## src/rtl/fetch_ctrl_pkg.sv

```systemverilog
// fetch_pkg: shared state encoding and default sizes for fetch_ctrl.
package fetch_pkg;
  localparam int DEF_ADDR_W = 5;
  localparam int DEF_INST_W = 32;
  localparam int DEF_RESET_PC = 0;
  typedef enum logic [2:0] {IDLE, FETCH, EXEC, HALT, STEP_WAIT} state_t;
endpackage

```

## src/rtl/fetch_ctrl_if.sv

```systemverilog
// fetch_ctrl_if: program memory read bus between fetch_ctrl (master) and the memory (slave).
interface fetch_ctrl_if #(
  parameter int ADDR_W = 5,
  parameter int INST_W = 32
);
  logic              en;
  logic [ADDR_W-1:0] addr;
  logic [INST_W-1:0] rdata;
  modport master (output en, addr, input rdata);
  modport slave (input en, addr, output rdata);
endinterface

```

## src/rtl/fetch_ctrl.sv

```systemverilog
// fetch_ctrl: owns PC and IR, sequences program memory reads and holds each instruction until executed.
// Optional SINGLE_STEP_EN adds step_mode/step ports and a STEP_WAIT state between instructions.
module fetch_ctrl
  import fetch_pkg::*;
#(
  parameter int ADDR_W   = DEF_ADDR_W,
  parameter int INST_W   = DEF_INST_W,
  parameter int MEM_LAT  = 1,
  parameter int RESET_PC = DEF_RESET_PC
)(
  input  logic              clk,
  input  logic              rst,
  input  logic              i_start,
  fetch_ctrl_if.master      imem,
  output logic [INST_W-1:0] o_ir,
  output logic              o_ir_valid,
  input  logic              i_exec_done,
  input  logic              i_branch_taken,
  input  logic [ADDR_W-1:0] i_branch_target,
  input  logic              i_halt_req,
  output logic [ADDR_W-1:0] o_pc,
  output logic              o_halted,
  output logic              o_pc_wrapped
`ifdef SINGLE_STEP_EN
  ,
  input  logic              i_step_mode,
  input  logic              i_step
`endif
);
  localparam logic [ADDR_W-1:0] W_RESET_PC = ADDR_W'(RESET_PC);
  localparam logic [2:0]        W_LAT      = 3'(MEM_LAT);
  state_t              r_state, w_state;
  logic [ADDR_W-1:0]   r_pc, w_pc;
  logic [INST_W-1:0]   r_ir, w_ir;
  logic                r_ir_valid, w_ir_valid;
  logic [2:0]          r_cnt, w_cnt;
  logic                r_wrapped, w_wrapped;
  logic                w_after_exec;
`ifdef SINGLE_STEP_EN
  assign w_after_exec = i_step_mode;
`else
  assign w_after_exec = 1'b0;
`endif
  always_ff @(posedge clk) begin
    if (rst) begin
      r_state    <= IDLE;
      r_pc       <= W_RESET_PC;
      r_ir       <= '0;
      r_ir_valid <= 1'b0;
      r_cnt      <= '0;
      r_wrapped  <= 1'b0;
    end else begin
      r_state    <= w_state;
      r_pc       <= w_pc;
      r_ir       <= w_ir;
      r_ir_valid <= w_ir_valid;
      r_cnt      <= w_cnt;
      r_wrapped  <= w_wrapped;
    end
  end
  // Read data is taken on the MEM_LAT-th cycle after the single enable pulse.
  always_comb begin
    w_state    = r_state;
    w_pc       = r_pc;
    w_ir       = r_ir;
    w_ir_valid = r_ir_valid;
    w_cnt      = r_cnt;
    w_wrapped  = r_wrapped;
    imem.en    = 1'b0;
    case (r_state)
      IDLE: if (i_start) begin
        w_state = FETCH;
        w_cnt   = '0;
      end
      FETCH: begin
        imem.en = (r_cnt == 3'd0);
        w_cnt   = (r_cnt == W_LAT) ? 3'd0 : r_cnt + 3'd1;
        if (r_cnt == W_LAT) begin
          w_ir       = imem.rdata;
          w_ir_valid = 1'b1;
          w_state    = EXEC;
        end
      end
      EXEC: if (i_exec_done) begin
        w_ir_valid = 1'b0;
        w_state    = i_halt_req ? HALT : (w_after_exec ? STEP_WAIT : FETCH);
        if (!i_halt_req) begin
          w_pc      = i_branch_taken ? i_branch_target : r_pc + ADDR_W'(1);
          w_wrapped = r_wrapped | (!i_branch_taken && (&r_pc));
        end
      end
`ifdef SINGLE_STEP_EN
      STEP_WAIT: if (i_step) begin
        w_state = FETCH;
        w_cnt   = '0;
      end
`endif
      default: ;
    endcase
  end
  assign imem.addr    = r_pc;
  assign o_ir         = r_ir;
  assign o_ir_valid   = r_ir_valid;
  assign o_pc         = r_pc;
  assign o_halted     = (r_state == HALT);
  assign o_pc_wrapped = r_wrapped;
endmodule

```

## src/flat_wrapper.sv

```systemverilog
// flat-port wrapper written by rule: the top's interface ports become plain ports
module fetch_ctrl_flat import fetch_pkg::*;
#(
  parameter int ADDR_W   = DEF_ADDR_W,
  parameter int INST_W   = DEF_INST_W,
  parameter int MEM_LAT  = 1,
  parameter int RESET_PC = DEF_RESET_PC
)
  (clk, rst, i_start, o_ir, o_ir_valid, i_exec_done, i_branch_taken, i_branch_target, i_halt_req, o_pc, o_halted, o_pc_wrapped, imem_en, imem_addr, imem_rdata);
  fetch_ctrl_if #(.ADDR_W(ADDR_W), .INST_W(INST_W)) imem_i ();
  input  logic clk;
  input  logic rst;
  input  logic i_start;
  output logic [INST_W-1:0] o_ir;
  output logic o_ir_valid;
  input  logic i_exec_done;
  input  logic i_branch_taken;
  input  logic [ADDR_W-1:0] i_branch_target;
  input  logic i_halt_req;
  output logic [ADDR_W-1:0] o_pc;
  output logic o_halted;
  output logic o_pc_wrapped;
  output wire logic [$bits(imem_i.en)-1:0] imem_en;
  output wire logic [$bits(imem_i.addr)-1:0] imem_addr;
  input wire logic [$bits(imem_i.rdata)-1:0] imem_rdata;
  assign imem_en = imem_i.en;
  assign imem_addr = imem_i.addr;
  assign imem_i.rdata = imem_rdata;
  fetch_ctrl #(.ADDR_W(ADDR_W), .INST_W(INST_W), .MEM_LAT(MEM_LAT), .RESET_PC(RESET_PC)) u_core (.clk(clk), .rst(rst), .i_start(i_start), .imem(imem_i), .o_ir(o_ir), .o_ir_valid(o_ir_valid), .i_exec_done(i_exec_done), .i_branch_taken(i_branch_taken), .i_branch_target(i_branch_target), .i_halt_req(i_halt_req), .o_pc(o_pc), .o_halted(o_halted), .o_pc_wrapped(o_pc_wrapped));
endmodule
```

## config.mk

```make
export PLATFORM = sky130hd
export DESIGN_NAME = fetch_ctrl_flat
export DESIGN_NICKNAME = d
export VERILOG_FILES = /design/src/rtl/fetch_ctrl_pkg.sv /design/src/rtl/fetch_ctrl_if.sv /design/src/rtl/fetch_ctrl.sv /design/src/flat_wrapper.sv
export SDC_FILE = /design/constraint.sdc
export NUM_CORES = 1
export LEC_CHECK = 0
export ABC_CLOCK_PERIOD_IN_PS = 2100
export CAP_MARGIN = 20
export CELL_PAD_IN_SITES_DETAIL_PLACEMENT = 1
export CELL_PAD_IN_SITES_GLOBAL_PLACEMENT = 2
export CORE_MARGIN = 2
export CORE_UTILIZATION = 22
export CTS_CLUSTER_SIZE = 20
export DETAILED_ROUTE_END_ITERATION = 8
export GPL_ROUTABILITY_DRIVEN = 0
export GPL_TIMING_DRIVEN = 0
export PLACE_DENSITY_LB_ADDON = 0.12
export SLEW_MARGIN = 20
export SYNTH_ARGS = -nofsm -noshare
export SYNTH_HDL_FRONTEND = slang
export SYNTH_SLANG_ARGS = --single-unit
```

## constraint.sdc

```tcl
create_clock -name clk -period 2.1 [get_ports clk]
set_input_delay 0.315 -clock clk [delete_from_list [all_inputs] [get_ports clk]]
set_output_delay 0.315 -clock clk [all_outputs]
set_load 0.01 [all_outputs]
```

==> run_results.csv <==
group,metric,value,unit
timing,hold_violations,0,
cells_and_area,drive_above_1_share,0.0695,
synth,syn_avg_cell_area,8.20,um2
job,max_cap_violations,0,
placed_design,post-place-cells,431,
die,num_rows,34,
critical_path,cp-end-kind,"output pin",
synth,synth_cells,235,
placed_design,post_dp_cell_area,2940,um2
synth,synthArstFlopShare,0,
route,wl_per_cell,13.4,um
grt,first_global_vias,1886,
synth,netlist.top_cell.by_area,"dfxtp_1",
cells_and_area,syn2layout_area_growth,59.3,%
cts,cts-root-to-sink-buffers,2,
power_and_ir_drop,power_density,738,nW/um2
synth,yosys_most_used_dff,"dfxtp_1",
critical_path,cp.required,1780,ps
critical_path,crit_path_start_kind,"flop",
timing,whs,460,ps
critical_path,critical_path_buf_inv_count,3,
placed_design,port-buffer-count,88,
placed_design,dp_hpwl,4340,um
grt,grt.total_usage,0.122,
hold_path,min_path_type,"flop to flop",
critical_path,worstSetupPathType,"flop to output pin",
die,die_y,97.6,um
timing,drv_slew,0,
synth,synth_seq_cells,44,
synth,synth_edf_count,0,
timing,worst_clock_skew,8.87,ps
cts,clkSlewWorstSetupHoldPaths,90,ps
die,dieWidth,97.6,um
cts,clockRootBuffer,"clkbuf_8",
grt,globalRouteOverflowTotal,0,
critical_path,crit_slowest_cell,"dfxtp_1",
timing,max_freq,523,MHz
cells_and_area,finalInstanceArea,3070,um2
outcome,status,"finished clean",
die,coreArea,8590,um2
timing,finalSetupViolations,0,
critical_path,worstPathMaxFanout,7,
timing,relSlewSlack,0.614,
cts,cts_max_level,2,
synth,synth_warnings,0,
cts,post_cts_buffers,0,
timing,finalCriticalPeriod,1910,ps
route,viasPerCell,4.32,
power_and_ir_drop,p_leak,1.07,nW
critical_path,cp_cell_sequence,"inv_1 > ha_4 > inv_2 > nor4_1 > dlygate4sd2_1",
power_and_ir_drop,finalPower,0.00227,W
synth,synth.cell_area,1930,um2
critical_path,arrival,1600,ps
route,drt-initial-drc-count,50,
synth,synth_fp_nets,286,
cts,cts_num_sinks,44,
cts,cts_buffers,5,
critical_path,path_delay_family,"buffers and inverters",
synth,synthTopCellsByArea,"dfxtp_1 46%, nand2_1 13%, a21oi_1 9.4%",
grt,grt_pass1_wl,9470,um
synth,yosysSeqAreaShare,0.457,
cells_and_area,n_antenna_cell,0,
die,start_util,0.224,
synth,yosys.cell_types.count,38,
synth,synth_common_cells,"67 x nand2_1, 44 x dfxtp_1, 36 x a21oi_1",
die,io_pins,89,
route,drt_pass1_iterations,4,
synth,synth_most_common_cell,"nand2_1",
power_and_ir_drop,vdd.ir_drop.worst,0.318,mV
timing,rsz0062_at_grt,"no",
synth,synth_top_area_frac,0.457,
cells_and_area,fin_nets,381,
critical_path,critPathMaxStageDelay,370,ps
cts,insertion_delay,300,ps
grt,antenna_found_initial,0,
die,die_area,9520,um2
timing,fin_crit_sh,0.911,
timing,setup_tns,0,ps
cts,cts_hold_buf,0,
route,ant_nets,0,
timing,worstMarginPinSlew,578,ps
route,num_vias,1895,
cells_and_area,fin_cells,439,
grt,grt_max_degree,16,
route,wl,5870,um
route,drc,0,
cts,cts_tree,"yes",
[area by class of cell]
type | instances | area, um2
Clock buffer | 5 | 68.8
Multi-Input combinational cell | 164 | 933
Fill cell | 1032 | 5520
Buffer | 20 | 98.8
Sequential cell | 44 | 881
Tap cell | 108 | 135
Clock inverter | 3 | 46.3
Inverter | 7 | 26.3
Timing Repair Buffer | 88 | 880
[power breakdown]
group	leakage, nW	internal (W)	switching [W]
sequential	0.355	0.000895	0.0000462
combinational	0.659	0.000336	0.000301
clock	0.0548	0.000359	0.000328
total	1.07	0.00159	0.000676
[kinds of logic (layout without fill, tap and decap cells)]
| family | Yosys count | in the layout | share of synthesized area |
|---|---|---|---|
| fa+ha+maj | 8 | 8 | 0.0520 |
| compound gates | 53 | 53 | 0.164 |
| flops | 44 | 44 | 0.457 |
| buf+inv | 27 | 123 | 0.0649 |
| simple gates | 98 | 98 | 0.233 |
| mux | 5 | 5 | 0.0286 |
[through the flow]
stage / worst slack [ps] / utilization
floorplan: 448 / -
CTS: 90.8 / 0.356
finish: 187 / 0.357
global placement: -2.92 / 0.342
detailed placement: 68.1 / 0.342
global route: 73.1 / 0.357
[flip-flops by register name (all words and copies together) (netlist names)]
register / cells
u_core.o_pc_wrapped: 1
u_core.r_state: 2
u_core.o_ir: 32
u_core.imem.addr: 5
u_core.r_cnt: 3
u_core.o_ir_valid: 1
[worst reg2reg max path: stages, from the launching register on]
cell	delay [ps]
dfxtp_1	420
inv_1	130
ha_4	210
nand4bb_1	110
clkbuf_1	200
clkbuf_1	420
nand2_1	110
a21oi_1	150
[final timing paths]
check | from | endpoint | slack [ps] | cells after the start
hold reg to reg | u_core.o_ir[15]$_SDFFE_PP0P_ | u_core.o_ir[15]$_SDFFE_PP0P_ | 460 | 2
setup / recovery | u_core.r_state[1]$_SDFFE_PP0P_ | imem_en | 190 | 5
setup reg to reg | u_core.r_state[1]$_SDFFE_PP0P_ | u_core.o_ir[0]$_SDFFE_PP0P_ | 280 | 7
hold / removal | u_core.o_ir[15]$_SDFFE_PP0P_ | u_core.o_ir[15]$_SDFFE_PP0P_ | 460 | 2
[repair_timing]
item	CTS	global route
resized for setup	2	1
setup endpoints to repair	1	1
endpoints found under the hold margin	0	0
[routing by layer]
| layer | routed length, um | part of all wire | global-route usage | vias to the layer above |
|---|---|---|---|---|
| met2 | 2680 | 0.46 | 0.191 | 50 |
| met5 | 0 | 0 | 0 | - |
| met4 | 60 | 0.010 | 0.0288 | 0 |
| li1 | - | - | - | 972 |
| met1 | 2850 | 0.49 | 0.168 | 867 |
| met3 | 277 | 0.047 | 0.0338 | 6 |
[layout by cell type (no fill, tap or decap), types with 3 or more instances in the layout]
master,n
a31oi_1,4
nor2_1,8
nor3b_1,3
clkbuf_8,5
ha_1,7
inv_1,6
buf_4,5
clkdlybuf4s50_1,87
clkbuf_1,9
nor2b_1,3
dfxtp_1,44
a21oi_1,36
nand3_1,3
o21ai_0,5
nand2_1,67
buf_2,4
mux2i_1,4
(Power assumes the default switching activity.)
